File: src/rtl/lte_up_dfe_pkg.sv
// Shared definitions for the uplink DFE transposer scheduler: bandwidth
// mode codes, scheduler state encoding and the fixed transposer block length.
package lte_up_dfe_pkg;

    localparam logic [1:0] MOD_10M = 2'd1;
    localparam logic [1:0] MOD_15M = 2'd2;
    localparam logic [1:0] MOD_20M = 2'd3;

    // Transposer block length in cycles; the block counter is 6 bits wide.
    localparam int BLK_LEN = 64;

    typedef enum logic [1:0] {
        IDLE      = 2'd0,
        WAIT_SYNC = 2'd1,
        RUN       = 2'd2,
        DRAIN     = 2'd3
    } sched_state_e;

    // 10M and 15M use 16-cycle antenna slots (4 slots per block); 20M and
    // the unused code 0 use 8-cycle slots (8 slots per block).
    function automatic logic is_wide_slot(input logic [1:0] mode);
        return (mode == MOD_10M) || (mode == MOD_15M);
    endfunction

endpackage

File: src/rtl/lte_up_dfe_frame_cnt.sv
// Radio-frame position counter with wrap detect and frame-pulse alignment
// compare. The counter is cleared by the scheduler whenever it is not
// counting, and it zeroes itself on any pulse seen while running.
import lte_up_dfe_pkg::*;

module lte_up_dfe_frame_cnt #(
    parameter int FRAME_LEN = 4915200
) (
    input  logic clk,
    input  logic rst_n,
    input  logic clr,
    input  logic run,
    input  logic frame_pulse,
    output logic wrap,
    output logic misalign,
    output logic realign
);

    localparam int                CNT_W = $clog2(FRAME_LEN);
    localparam logic [CNT_W-1:0] LAST  = CNT_W'(FRAME_LEN - 1);
    localparam logic [CNT_W-1:0] ZERO  = {CNT_W{1'b0}};
    localparam logic [CNT_W-1:0] ONE   = {{(CNT_W-1){1'b0}}, 1'b1};

    logic [CNT_W-1:0] frame_cnt_r;
    logic [CNT_W-1:0] frame_nxt_s;

    assign wrap     = (frame_cnt_r == LAST);
    // Any pulse while running re-anchors the frame; at the last cycle of the
    // frame this coincides with the natural wrap and changes nothing.
    assign realign  = run & frame_pulse;
    assign misalign = realign & ~wrap;

    // Next frame position: zero on clear/realign/wrap, otherwise advance.
    always_comb begin
        frame_nxt_s = frame_cnt_r;
        if (clr || realign || wrap) begin
            frame_nxt_s = ZERO;
        end else begin
            frame_nxt_s = frame_cnt_r + ONE;
        end
    end

    // Frame position register.
    always_ff @(posedge clk or negedge rst_n) begin
        if (!rst_n) begin
            frame_cnt_r <= ZERO;
        end else begin
            frame_cnt_r <= frame_nxt_s;
        end
    end

endmodule

File: src/rtl/lte_up_dfe_trans_sched.sv
// Uplink DFE x8 transposer timing scheduler. Locks to the 10 ms frame pulse,
// generates block/antenna-slot framing strobes, applies the shadow bandwidth
// mode only on radio-frame boundaries and flags frame-pulse misalignment.
// All strobes are flops loaded from the next counter values, so each strobe
// is high in the same cycle the counters hold the decoded value.
import lte_up_dfe_pkg::*;

module lte_up_dfe_trans_sched #(
    parameter int FRAME_LEN = 4915200
) (
    input  logic       sys_clk_491p52,
    input  logic       sys_rst_491p52,
    input  logic       i_enable,
    input  logic       i_frame_pulse,
    input  logic [1:0] i_mod_sel_cfg,
    input  logic       i_cfg_update,
    output logic [1:0] o_mod_sel,
    output logic       o_fram,
    output logic       o_xant,
    output logic       o_frame_start,
    output logic [2:0] o_ant_idx,
    output logic       o_busy,
    output logic       o_err_sync
);

    localparam logic [5:0] BLK_LAST = 6'(BLK_LEN - 1);

    sched_state_e state_r;
    sched_state_e state_s;
    logic [5:0]   blk_cnt_r;
    logic [5:0]   blk_nxt_s;
    logic [1:0]   shadow_r;
    logic [1:0]   mode_nxt_s;
    logic         busy_nxt_s;
    logic         cnt_clr_s;
    logic         apply_s;
    logic         xant_s;
    logic [2:0]   ant_idx_s;
    logic         run_s;
    logic         wrap_s;
    logic         misalign_s;
    logic         realign_s;

    assign run_s = (state_r == RUN);

    lte_up_dfe_frame_cnt #(
        .FRAME_LEN (FRAME_LEN)
    ) u_frame_cnt (
        .clk         (sys_clk_491p52),
        .rst_n       (sys_rst_491p52),
        .clr         (cnt_clr_s),
        .run         (run_s),
        .frame_pulse (i_frame_pulse),
        .wrap        (wrap_s),
        .misalign    (misalign_s),
        .realign     (realign_s)
    );

    // Scheduler state register.
    always_ff @(posedge sys_clk_491p52 or negedge sys_rst_491p52) begin
        if (!sys_rst_491p52) begin
            state_r <= IDLE;
        end else begin
            state_r <= state_s;
        end
    end

    // Next-state logic; DRAIN always runs to the end of the current block.
    always_comb begin
        state_s = state_r;
        case (state_r)
            IDLE: begin
                if (i_enable) state_s = WAIT_SYNC;
                else          state_s = IDLE;
            end
            WAIT_SYNC: begin
                if (!i_enable)          state_s = IDLE;
                else if (i_frame_pulse) state_s = RUN;
                else                    state_s = WAIT_SYNC;
            end
            RUN: begin
                if (!i_enable) state_s = DRAIN;
                else           state_s = RUN;
            end
            DRAIN: begin
                if (blk_cnt_r == BLK_LAST) state_s = IDLE;
                else                       state_s = DRAIN;
            end
            default: state_s = IDLE;
        endcase
    end

    // Next counter values, mode application and strobe decode.
    always_comb begin
        busy_nxt_s = (state_s == RUN) || (state_s == DRAIN);
        // Counters sit at zero while idle/waiting, restart on lock and
        // restart on a realigning pulse.
        cnt_clr_s  = !busy_nxt_s || (state_r == WAIT_SYNC) || realign_s;
        if (cnt_clr_s) blk_nxt_s = 6'd0;
        else           blk_nxt_s = blk_cnt_r + 6'd1;
        // Next frame position is zero exactly on clear or wrap.
        apply_s    = busy_nxt_s && (cnt_clr_s || wrap_s);
        if (apply_s) mode_nxt_s = shadow_r;
        else         mode_nxt_s = o_mod_sel;
        xant_s     = 1'b0;
        ant_idx_s  = 3'd0;
        if (!busy_nxt_s) begin
            xant_s    = 1'b0;
            ant_idx_s = 3'd0;
        end else if (is_wide_slot(mode_nxt_s)) begin
            xant_s    = (blk_nxt_s[3:0] == 4'd0);
            ant_idx_s = {1'b0, blk_nxt_s[5:4]};
        end else begin
            xant_s    = (blk_nxt_s[2:0] == 3'd0);
            ant_idx_s = blk_nxt_s[5:3];
        end
    end

    // Block counter register.
    always_ff @(posedge sys_clk_491p52 or negedge sys_rst_491p52) begin
        if (!sys_rst_491p52) begin
            blk_cnt_r <= 6'd0;
        end else begin
            blk_cnt_r <= blk_nxt_s;
        end
    end

    // Shadow bandwidth mode, writable in any state.
    always_ff @(posedge sys_clk_491p52 or negedge sys_rst_491p52) begin
        if (!sys_rst_491p52) begin
            shadow_r <= MOD_20M;
        end else if (i_cfg_update) begin
            shadow_r <= i_mod_sel_cfg;
        end else begin
            shadow_r <= shadow_r;
        end
    end

    // Registered framing outputs and applied mode.
    always_ff @(posedge sys_clk_491p52 or negedge sys_rst_491p52) begin
        if (!sys_rst_491p52) begin
            o_mod_sel     <= MOD_20M;
            o_fram        <= 1'b0;
            o_xant        <= 1'b0;
            o_frame_start <= 1'b0;
            o_ant_idx     <= 3'd0;
            o_busy        <= 1'b0;
        end else begin
            o_mod_sel     <= mode_nxt_s;
            o_fram        <= busy_nxt_s && (blk_nxt_s == 6'd0);
            o_xant        <= xant_s;
            o_frame_start <= apply_s;
            o_ant_idx     <= ant_idx_s;
            o_busy        <= busy_nxt_s;
        end
    end

    // Sticky misalignment flag; disabling the scheduler clears it.
    always_ff @(posedge sys_clk_491p52 or negedge sys_rst_491p52) begin
        if (!sys_rst_491p52) begin
            o_err_sync <= 1'b0;
        end else if (!i_enable) begin
            o_err_sync <= 1'b0;
        end else if (misalign_s) begin
            o_err_sync <= 1'b1;
        end else begin
            o_err_sync <= o_err_sync;
        end
    end

endmodule

File: config.mk
export PLATFORM = sky130hd
export DESIGN_NAME = lte_up_dfe_trans_sched
export DESIGN_NICKNAME = d
export VERILOG_FILES = /design/src/rtl/lte_up_dfe_pkg.sv /design/src/rtl/lte_up_dfe_frame_cnt.sv /design/src/rtl/lte_up_dfe_trans_sched.sv
export SDC_FILE = /design/constraint.sdc
export NUM_CORES = 1
export LEC_CHECK = 0
export ABC_CLOCK_PERIOD_IN_PS = 6010
export CELL_PAD_IN_SITES_DETAIL_PLACEMENT = 1
export CELL_PAD_IN_SITES_GLOBAL_PLACEMENT = 1
export CORE_MARGIN = 3
export CORE_UTILIZATION = 49
export CTS_CLUSTER_DIAMETER = 30
export DETAILED_ROUTE_END_ITERATION = 12
export PLACE_DENSITY = 0.94
export RECOVER_POWER = 50
export SYNTH_ARGS = -nofsm -noshare
export SYNTH_HDL_FRONTEND = slang
export SYNTH_SLANG_ARGS = --single-unit
File: constraint.sdc
create_clock -name sys_clk_491p52 -period 6.01 [get_ports sys_clk_491p52]
set_input_delay 1.202 -clock sys_clk_491p52 [delete_from_list [all_inputs] [get_ports sys_clk_491p52]]
set_output_delay 1.202 -clock sys_clk_491p52 [all_outputs]
set_load 0.005 [all_outputs]
# Word level (Yosys, flattened, before mapping)
# Index checks and enable logic that the tools add are counted.
[word_totals]
output_inout_bits = 10
in_bits = 7
regBits = 43
[classes]
reduce_logical = 14
bitwise_logic = 3
addsub = 2
muxes = 15
n_eq_ne = 10
[op_table]
columns = ["op", "n"]
rows = [
  ["$add A23 B1 Y23 const B", 1],
  ["$eq A23 B23 Y1 const B", 1],
  ["$mux W23", 1],
  ["$eq A2 B2 Y1 const B", 5],
  ["$mux W2", 4],
  ["$pmux W2 S4", 1],
  ["$logic_or A1 B1 Y1", 7],
  ["$add A6 B1 Y6 const B", 1],
  ["$eq A6 B6 Y1 const B", 1],
  ["$logic_not A6 Y1", 1],
  ["$mux W1", 6],
  ["$mux W3", 2],
  ["$mux W6", 1],
  ["$eq A2 B1 Y1 const B", 2],
  ["$logic_not A4 Y1", 1],
  ["$logic_not A3 Y1", 1],
  ["$and A1 B1 Y1", 2],
  ["$logic_and A1 B1 Y1", 2],
  ["$logic_not A2 Y1", 1],
  ["$ne A2 B1 Y1 const B", 1],
  ["$logic_not A1 Y1", 1],
  ["$not A1 Y1", 1],
]

# Logic depth before layout (Yosys ltp)
[logic_depth]
ltp_word = 15
mapped_depth = 7
ltp_nobuf = 7

# Hierarchy
# From an unflattened synthesis, not the netlist that was laid out.
[unflattened]
cells_unflattened = 193
area_unflattened_um2 = 2107.0
[by_module_without_submodules]
columns = ["module", "instances", "area_each_um2", "seq_area_each_um2", "cells_each"]
rows = [
  ["lte_up_dfe_frame_cnt", 1, 1246.2, 575.6, 127],
  ["lte_up_dfe_trans_sched", 1, 860.8, 505.5, 66],
]

# Least setup slack after synthesis
# OpenSTA, ideal clock, no wires.
[synth_timing]
path_kind = "input-to-reg"
startpoint = "in i_frame_pulse"
endpoint = "reg o_ant_idx[0]"
stages = 6
slack_ns = 3.521
setup_time_ns = 0.125
t_arrival_ns = 2.364
path_buffers = 0
cell_sequence = "nand2b_1 o211ai_4 a31o_4 and2_4 o21ai_4 mux2_4"
[synth_via]
elab_chain_cells = 15
word_cells_on_any_way = 19
classes_between = "eq/ne: 4; mux: 7; bitwise: 1; reduce/logical: 7"
[synth_lines]
columns = ["element", "line_no", "rtl"]
rows = [
  ["start, declared", "lte_up_dfe_trans_sched.sv:14", "input logic i_frame_pulse,"],
  ["$mux W2", "lte_up_dfe_trans_sched.sv:78", "else if (i_frame_pulse) state_s = RUN;"],
  ["$mux W2", "lte_up_dfe_trans_sched.sv:77", "if (!i_enable) state_s = IDLE;"],
  ["$pmux W2 S4", "lte_up_dfe_trans_sched.sv:71", "case (state_r)"],
  ["$eq A2 B2 Y1", "lte_up_dfe_trans_sched.sv:95", "busy_nxt_s = (state_s == RUN) || (state_s == DRAIN);"],
  ["$logic_or A1 B1 Y1", "lte_up_dfe_trans_sched.sv:95", ""],
  ["$logic_not A1 Y1", "-", ""],
  ["$logic_or A1 B1 Y1 (2 in series)", "lte_up_dfe_trans_sched.sv:98", "cnt_clr_s = !busy_nxt_s || (state_r == WAIT_SYNC) || realign_s;"],
  ["$logic_or A1 B1 Y1", "lte_up_dfe_trans_sched.sv:102", "apply_s = busy_nxt_s && (cnt_clr_s || wrap_s);"],
  ["$logic_and A1 B1 Y1 (*)", "lte_up_dfe_trans_sched.sv:102", ""],
  ["net apply_s", "lte_up_dfe_trans_sched.sv:36", "logic apply_s;"],
  ["$mux W2 (*)", "lte_up_dfe_trans_sched.sv:103", "if (apply_s) mode_nxt_s = shadow_r;"],
  ["$eq A2 B1 Y1 / $eq A2 B2 Y1 (equally long branches)", "lte_up_dfe_pkg.sv:22", "return (mode == MOD_10M) || (mode == MOD_15M);"],
  ["$logic_or A1 B1 Y1 (*)", "lte_up_dfe_pkg.sv:22", ""],
  ["$mux W3 (*)", "lte_up_dfe_trans_sched.sv:110", "end else if (is_wide_slot(mode_nxt_s)) begin"],
  ["$mux W3 (*)", "lte_up_dfe_trans_sched.sv:107", "if (!busy_nxt_s) begin"],
  ["net ant_idx_s[0]", "lte_up_dfe_trans_sched.sv:38", "logic [2:0] ant_idx_s;"],
  ["end signal, assigned", "lte_up_dfe_trans_sched.sv:153", "o_ant_idx <= ant_idx_s;"],
  ["end, declared", "lte_up_dfe_trans_sched.sv:21", "output logic [2:0] o_ant_idx,"],
]
# The timed path passes the listed nets; every way through them passes the cells marked *.
# A chain may end at the register's enable or synchronous reset.

# Worst setup path after layout
# Same ends and word-level chain as after synthesis.

==> results.txt <==
----------------------------------------------------
[Status]
  Outcome ... finished, violations left
  Violations in the final reports ... capacitance limit, slew limit

[Global routing]
  Global router's overall resource usage ... between 20% and 30%
  Via count of the first global-routing pass ... 1572
  Final global-route overflow total ... 0
  Largest net degree at the start of global routing ... 44
  Initial antenna violation count ... 0
  Global-route wire length before repair ... slightly below 8 mm

[Timing]
  Max-slew violation total from the final report ... 44
  Achievable frequency ... roughly 320 MHz
  Setup Total Neg Slack ... 0 ps
  Final period util ... approximately half
  Post-layout min period ... around 3100 ps
  Worst clock skew on the final layout ... 5.84 ps
  Worst slew margin ... -50.2%
  Total count of hold-check failures in the final report ... 0
  Unrepaired setup endpoints after global routing ... no
  Final number of setup-violating endpoints ... 0
  Pin slew with the least headroom to its limit ... between 2000 and 2500 ps

[Power]
  Leak Pwr ... between 0.9 and 1 nW
  Proportion of power drawn by combinational gates ... between 30% and 40%
  Switching fraction of total power ... 36.5%
  Worst ir drop on vdd ... between 0.2 and 0.25 mV
  Net switching power figure ... 0.000346 W
  Power Internal ... between 0.0006 and 0.0007 W
  Clk pwr share ... roughly 20%
  Portion of total power attributed to sequential cells ... a little under half
  Power density relative to cell area ... 419 nW/um^2

[Placement]
  Number of port buffers ... 16
  Post-DP Area ... between 2000 and 2500 um^2
  Post-detail-place hpwl ... 3.44 mm
  Routability congestion estimate ... 0.740

[Detailed routing]
  Total number of vias ... ~1400
  Average wire length per cell after detail routing ... about 19 um
  Iteration-0 DRC count of the detailed router ... 58
  First drt pass iteration count ... 4
  DRC violation count after routing ... 0
  Final wirelength ... around 4.7 mm
  Number of nets with antenna violations after detailed routing ... 0
  Per-cell via count in the routed design ... 5.53

[Logic synthesis]
  Synth async-reset ratio ... between 90% and 100%
  Flop and latch count out of synthesis ... 43
  Top cell type by total area after synthesis ... sky130_fd_sc_hd__dfrtp_1
  Top cell type's share of synthesized area ... between 40% and 50%
  Fraction of the mapped netlist area in adder cells ... between 1 and 1.5%
  Largest cells by area after synthesis ... sky130_fd_sc_hd__dfrtp_1, sky130_fd_sc_hd__xor2_1, sky130_fd_sc_hd__nor2_1
  Syn_nets ... 190
  EDFF count, synth ... 0
  Compound-cell area share of the yosys netlist ... roughly 6.4%
  Proportion of synthesized area in mux cells ... under 10%
  Fraction of synthesized cell area in xor and xnor cells ... 11.9%
  Unique cell type count in the Yosys netlist ... 37
  Part of the Yosys area used for sequential elements ... 54.4%
  Synthesized netlist cell count ... 181
  Dominant combinational cell family by area after synthesis ... simple AND/OR/NAND/NOR gates
  Synthesized area ... between 1500 and 2000 um^2
  Share of synthesized cell area in and, or, nand and nor gates ... about a fifth
  Top cells by count, synth ... sky130_fd_sc_hd__dfrtp_1, sky130_fd_sc_hd__nor2_1, sky130_fd_sc_hd__xor2_1
  Library cell with the highest instance count after synthesis ... sky130_fd_sc_hd__dfrtp_1
  Most instantiated flip-flop cell in the synthesis netlist ... sky130_fd_sc_hd__dfrtp_1
  Synth Area per Inst ... roughly 11 um^2
  Yosys synthesis warning count ... 0

[Finish]
  Net count of the finished layout ... around 210
  Area overhead of the layout relative to synthesis ... 14.0%
  Ant. Diodes ... 0
  Final core utilization ... between 50% and 60%
  Proportion of layout cells with a drive suffix above 1 ... between 10% and 20%
  Area of all placed cells without fillers ... between 2000 and 2500 um^2

[Die]
  Die Outline Area ... between 4000 and 5000 um^2
  Vertical die dimension ... 69.7 um
  Starting utilization of the core area ... 52.3%
  Floorplan die width ... 69.7 um
  Rows ... 22
  Placeable core area ... between 3000 and 4000 um^2
  I/O pins ... 17

[CTS]
  Root buf cell ... sky130_fd_sc_hd__clkbuf_8
  Clock slew at the register clock pins of the worst setup and hold paths ... ~80 ps
  Deepest level of the CTS H-tree ... 2
  CTS Buf Count ... 5
  # hold bufs at CTS ... 0
  Clock net sink count ... 43
  Post-CTS setup buffers ... 0
  Latest clock arrival within the worst-skew pair ... just over 300 ps
  Max Root-Sink Buffers ... 2
  CTS tree ... done
  Quantity of gates resized following cts ... 0

[Setup path]
  Endpoint class of the critical path ... flop
  Crit path launch ... i_frame_pulse
  Crit path launch type ... input pin
  Required time of the worst setup path ... roughly 6200 ps
  Arrival time of the worst setup path ... approximately 3300 ps
  Endpoint of the worst setup timing path ... o_ant_idx[0]$_DFF_PN0_
  Classification of the worst setup path ... input pin to flop
  Start of the worst register-to-register path ... blk_cnt_r[0]$_DFF_PN0_
  Largest fanout on the critical path ... 25
  FF-to-FF End ... o_ant_idx[0]$_DFF_PN0_
  Cell depth of the worst flop-to-flop path ... 7
  Register-to-register path setup slack ... around 3200 ps

[Job]
  Count of maximum capacitance violations ... 1

[Min path]
  Type of the most critical hold path ... flop to flop
  Number of stages on the worst hold path ... 1

----------------------------------------------------
## critical path, cell delays in order
cell and delay (ps):
sky130_fd_sc_hd__clkdlybuf4s50_1 430, sky130_fd_sc_hd__nand2b_1 120, sky130_fd_sc_hd__o211ai_1 350, sky130_fd_sc_hd__a31o_4 440, sky130_fd_sc_hd__and2_4 220, sky130_fd_sc_hd__o21ai_4 210, sky130_fd_sc_hd__mux2_4 320
## kinds of logic (layout without fill, tap and decap cells)
family,after synthesis,count (layout)
adder cells (fa/ha/maj),2,2
XOR/XNOR,27,27
multiplexers,7,7
flip-flops,43,43
AND/OR/NAND/NOR,81,81
AO/OA/AOI/OAI,14,14
buffers and inverters,7,29
## state kept, by name (all words and copies together) (netlist names)
signal / count
o_frame_start: 1
o_busy: 1
u_frame_cnt.frame_cnt_r: 23
o_mod_sel: 2
o_ant_idx: 3
state_r: 2
blk_cnt_r: 6
o_xant: 1
shadow_r: 2
o_err_sync: 1
o_fram: 1
## power groups by stage
stage | registers (W) | logic (W) | clock network (W)
6_report | 0.000436 | 0.000327 | 0.000186
5_1_grt | 0.000444 | 0.000363 | 0.000198
4_1_cts | 0.000436 | 0.000335 | 0.000187
3_5_place_dp | 0.000441 | 0.000332 | 0
3_3_place_gp | 0.000431 | 0.000303 | 0
2_1_floorplan | 0.000422 | 0.000222 | 0
## metal layers
metal  part of all wire, %  wire length (um)  global-route usage (%)
met1                    41              1900                    22.5
met2                    55              2550                    38.7
met3                   2.7               127                    4.06
met4                   2.1                97                    10.9
met5                     0                 0                       0
## worst min-delay path by stage
stage	from	to	slack, ps
after floorplan	u_frame_cnt.frame_cnt_r[0]$_DFF_PN0_	u_frame_cnt.frame_cnt_r[0]$_DFF_PN0_	450
after global placement	u_frame_cnt.frame_cnt_r[0]$_DFF_PN0_	u_frame_cnt.frame_cnt_r[0]$_DFF_PN0_	480
after detailed placement	o_err_sync$_DFFE_PN0P_	o_err_sync$_DFFE_PN0P_	490
after CTS	o_err_sync$_DFFE_PN0P_	o_err_sync$_DFFE_PN0P_	510
after global routing	u_frame_cnt.frame_cnt_r[0]$_DFF_PN0_	u_frame_cnt.frame_cnt_r[0]$_DFF_PN0_	530
final	o_err_sync$_DFFE_PN0P_	o_err_sync$_DFFE_PN0P_	510
## through the flow
| step | power, W | hold WS [ps] | setup WS (ps) | std cells |
|---|---|---|---|---|
| after global routing | 0.00101 | 531 | 2730 | 251 |
| after global placement | 0.000733 | 482 | 2910 | 243 |
| after floorplan | 0.000645 | 455 | 3520 | 181 |
| after detailed placement | 0.000773 | 487 | 2780 | 243 |
| after CTS | 0.000958 | 509 | 3090 | 251 |
| final | 0.000948 | 505 | 2900 | 251 |
## cells in the final DEF (no fill, tap or decap), types with 2 or more instances in the layout
cell type	n
sky130_fd_sc_hd__nor3_1	2
sky130_fd_sc_hd__nand2_1	12
sky130_fd_sc_hd__and3_1	4
sky130_fd_sc_hd__clkdlybuf4s50_1	13
sky130_fd_sc_hd__nor2_1	36
sky130_fd_sc_hd__dfstp_2	4
sky130_fd_sc_hd__xor2_1	18
sky130_fd_sc_hd__nand4_1	6
sky130_fd_sc_hd__ha_1	2
sky130_fd_sc_hd__xnor2_1	9
sky130_fd_sc_hd__nand4bb_1	2
sky130_fd_sc_hd__clkbuf_1	2
sky130_fd_sc_hd__mux2_2	2
sky130_fd_sc_hd__nand3_1	10
sky130_fd_sc_hd__mux2_1	2
sky130_fd_sc_hd__dlygate4sd3_1	2
sky130_fd_sc_hd__o31ai_1	2
sky130_fd_sc_hd__inv_1	5
sky130_fd_sc_hd__mux2_4	2
sky130_fd_sc_hd__nand3_2	2
sky130_fd_sc_hd__clkbuf_8	5
sky130_fd_sc_hd__a21oi_1	3
sky130_fd_sc_hd__dfrtp_1	39
## final cells by class
cell class | count | area [um^2]
clock buffer | 6 | 72.6
clock inverter | 2 | 12.5
sequential | 43 | 1080
inverter | 5 | 18.8
tap | 48 | 60.1
timing repair buffer | 16 | 154
fill | 411 | 1530
multi-input combinational | 131 | 867
Power figures use the tool's default switching activity.
